File: src/rtl/inverse_checker_pkg.sv
// inverse_checker_pkg: shared state encoding, widths and saturating increment
package inverse_checker_pkg;
  typedef enum logic [1:0] {IDLE = 2'b00, ADD = 2'b01, REPORT = 2'b10} state_t;
  localparam int DATA_W = 4;
  localparam int CNT_W = 8;
  function automatic logic [CNT_W-1:0] sat_inc(input logic [CNT_W-1:0] v);
    return (&v) ? v : v + 1'b1;
  endfunction
endpackage

File: src/rtl/inverse_checker_fsm.sv
// inverse_checker_fsm: start-edge detect and IDLE/ADD/REPORT sequencing with load/step/report strobes
module inverse_checker_fsm
  import inverse_checker_pkg::*;
(
  input  logic clk,
  input  logic reset,
  input  logic zero,
  input  logic cnt_zero,
  output logic load,
  output logic step,
  output logic report,
  output logic busy,
  output logic done
);
  state_t state, state_next;
  logic zero_q;
  always_ff @(posedge clk) begin
    if (reset) begin
      state  <= IDLE;
      zero_q <= 1'b1;
    end else begin
      state  <= state_next;
      zero_q <= zero;
    end
  end
  always_comb begin
    load       = (state == IDLE) && zero && !zero_q;
    step       = (state == ADD) && !cnt_zero;
    report     = (state == ADD) && cnt_zero;
    state_next = load ? ADD : report ? REPORT : (state == ADD) ? ADD : IDLE;
    busy       = state != IDLE;
    done       = state == REPORT;
  end
endmodule

File: config.mk
export PLATFORM = sky130hd
export DESIGN_NAME = inverse_checker_fsm
export DESIGN_NICKNAME = d
export VERILOG_FILES = /design/src/rtl/inverse_checker_pkg.sv /design/src/rtl/inverse_checker_fsm.sv
export SDC_FILE = /design/constraint.sdc
export NUM_CORES = 1
export LEC_CHECK = 0
export CELL_PAD_IN_SITES_DETAIL_PLACEMENT = 0
export CELL_PAD_IN_SITES_GLOBAL_PLACEMENT = 1
export CORE_AREA = 5 5 42 44
export DETAILED_ROUTE_END_ITERATION = 10
export DIE_AREA = 0 0 47 49
export PLACE_DENSITY = 0.46
export SLEW_MARGIN = 25
export SYNTH_ARGS = -nofsm -noshare
export SYNTH_HDL_FRONTEND = slang
export SYNTH_SLANG_ARGS = --single-unit
File: constraint.sdc
create_clock -name clk -period 2 [get_ports clk]
set_input_delay 0.2 -clock clk [delete_from_list [all_inputs] [get_ports clk]]
set_output_delay 0.2 -clock clk [all_outputs]
set_load 0.005 [all_outputs]
Word level (Yosys, flattened, before mapping)
Cells that the tools add are included.

Equality and inequality tests: 2. Multiplexer cells: 3. Reductions and logical operators: 9.

Operators by type and width (count): $logic_and 1x1->1 (4); $eq 2x1->1 const B (1); $eq 2x2->1 const B (1); $logic_not 1->1 (2); $logic_not 2->1 (1); $mux 1 (2); $mux 2 (1); $reduce_bool 2->1 (1); $reduce_or 2->1 (1).

Bits in registers: 3. Output and inout bits: 5. Word-level logic and storage cells: 17.

Logic depth before layout (Yosys ltp)
Depth after elaboration: 4. Depth in mapped cells: 2. Mapped depth without buffers: 2.

Least setup slack after synthesis
No wires, ideal clock.

Path type: reg2out. From: reg state[1]. To: out load. Arrival: 0.847 ns. Data required time: 1.800 ns. Path slack: 0.953 ns. Cell stages (with the launch flop): 3. Path buffers: 0. Path through: dfxtp_1 or2_2 nor3b_1.

Longest elaborated chain between the ends: 3.

RTL lines: from (decl) (RTL line inverse_checker_fsm.sv:15) `state_t state, state_next;`; from (signal assigned) (RTL line inverse_checker_fsm.sv:22) `state <= state_next;`; $logic_not 2->1 (RTL line inverse_checker_fsm.sv:27) `load = (state == IDLE) && zero && !zero_q;`; $logic_and 1x1->1 (2 in series) (RTL line inverse_checker_fsm.sv:27); to (decl) (RTL line inverse_checker_fsm.sv:9) `output logic load,`.

No other way between the ends.

Worst setup path after layout
Ends and elaborated chain as after synthesis.

==> out/metrics.yaml <==
drt:
  wl_per_cell_um: 7.90
  drt-initial-drc-count: 1
  drc: 0
  route.vias.total: 141
  final_antenna_net_count: 0
  viasPerCell: 3.44
  wirelength_um: 324
  drtPass1Iterations: 2
clock_network:
  path_clk_slew_ns: 0.04
  numCtsBuffers: 3
  hold_buffers: 0
  clock_sinks: 3
  cts-root-buf: "clkbuf_4"
  post_cts_buffers: 0
  cts_tree: "built"
  clock_latency_ns: 0.23
  cts_buffer_depth: 2
  htree_levels: 1
  cts_repair_resize_count: 0
yosys:
  synth_top_area_cell: "dfxtp_1"
  avgSynthCellArea_um2: 10.9
  syn_inst: 13
  yosys.cell_types.count: 9
  ys_ff_latch: 3
  ys_seq_area_share_pct: 42.5
  synth.top_cell.area_share_pct: 42.5
  synth_area_leaders: "dfxtp_1 42%, nor3b_1 11%, a211oi_2 8.8%, or2_2 8.8%, and3b_2 7.1%"
  yosys_warnings: 0
  synthesis.area_um2: 141
  synth_nets: 17
final_layout:
  final_util_pct: 19.1
  layout_commonest_cell: "clkdlybuf4s50_1"
  antennaDiodeCount: 0
  area_growth_pct: 89.4
  final_cell_mix: "8 x clkdlybuf4s50_1, 3 x clkbuf_4, 3 x dfxtp_1"
  design_area_um2: 268
  fin_nets: 30
  drive_above_1_share_pct: 32.0
sta:
  max_slew_margin_pct: 88.5
  setup_viol: 0
  fmaxAchievable_mhz: 562
  hold_viol_final: 0
  fin_ws_ns: 0.220
  period_share_pct: 89.0
  rsz0062_at_grt: "no"
  finalClockSkew_ns: 0.000851
  fin_setup_tns_ns: 0
  maxSlewViolCount: 0
  min_period_ns: 1.78
  tightest_slew_ns: 0.172
  hold_ws_ns: 0.494
worst_setup_path:
  cp-start-kind: "register"
  r2r_setup_slack_ns: 0.99
  critical_path_class: "reg2out"
  endpoint_kind: "output port"
  crit_slowest_cell: "clkdlybuf4s50_1"
  cp_max_fo: 5
  worstPathArrival_ns: 1.58
  cp_data_required_time_ns: 1.80
  slowest_delay_ns: 0.53
  path_cells: "or2_2, nor3b_1, clkdlybuf4s50_1"
placement:
  io_buffer_count: 8
  dpl.hpwl_um: 258
  post-place-ws_ns: 0.405
  globalplace.congestion: 0.650
  placed_area_um2: 241
floorplan:
  die_x_um: 47
  num_rows: 14
  fp.dieH_um: 49
  fp.dieArea_um2: 2300
  start_util_pct: 10.1
  core_um2: 1400
  io_pins: 9
global_routing:
  antenna_found_initial: 0
  track_usage_pct: 4.01
  grt_start_max_net_pins: 7
  grt_pass1_vias: 161
  grt_pass1_wl_um: 586
  gr-total-overflow: 0
power_and_ir_drop:
  p_per_area_nw_per_um2: 701
  total_leakage_power_uw: 0.000100
  vdd_drop_max_v: 0.000234
flow_run:
  maxCapViolCount: 0
hold_path:
  hold_path.class: "reg2reg"
run_status:
  outcome: "completed"
==> Yosys cell counts <==
| library cell | instances |
|---|---|
| a211oi_2 | 1 |
| or3b_1 | 1 |
| and3b_2 | 1 |
| nor3b_1 | 2 |
| dfxtp_1 | 3 |
| or2b_1 | 1 |
| nor2b_1 | 1 |
| and2b_2 | 1 |
| or2_2 | 2 |
==> where the power goes <==
part | switching [uW] | leakage [uW] | internal [uW]
clock network | 28.9 | 0.0000150 | 74.6
logic | 5.47 | 0.0000607 | 14.6
registers | 1.64 | 0.0000246 | 62.4
total | 36.0 | 0.000100 | 152
==> registers in the layout, summed over array words and instances (netlist names) <==
register and flops:
state 2, zero_q 1
==> final timing paths <==
path / endpoint / cells after the start / start
hold / removal: state[0] / 1 / state[1]
hold reg to reg: state[0] / 1 / state[1]
setup / recovery: load / 3 / state[1]
setup reg to reg: state[0] / 2 / state[0]
==> layer usage <==
metal | wire (um) | part of all wire, % | GRT usage (%)
met3 | 15 | 4.6 | 2.21
met4 | 0 | 0 | 5.53
met1 | 103 | 32 | 2.84
met2 | 205 | 63 | 5.88
met5 | 0 | 0 | 0
==> cell families after synthesis <==
group / count (synthesis) / share of synthesized area (%)
flops: 3 / 42.5
compound gates: 1 / 8.85
simple gates: 9 / 48.7
==> area by class of cell <==
type                    count  area [um^2]
fillers                   164         1130
multi-input cells          10         81.3
repair buffers              8         80.1
flip-flops and latches      3         60.1
clock buffers               4         26.3
well taps                  16         20.0
==> metrics by stage <==
stage / std cells / total power (uW)
after floorplan: 13 / 71.2
after global placement: 37 / 85.2
after detailed placement: 37 / 85.4
after CTS: 41 / 196
after global routing: 41 / 205
final: 41 / 188
==> worst max-delay path: cells and delay by family (launching register included) <==
| kind | cells | cell delay [ns] |
|---|---|---|
| flops | 1 | 0.33 |
| buf+inv | 1 | 0.53 |
| simple gates | 2 | 0.49 |
(Power assumes the default switching activity.)
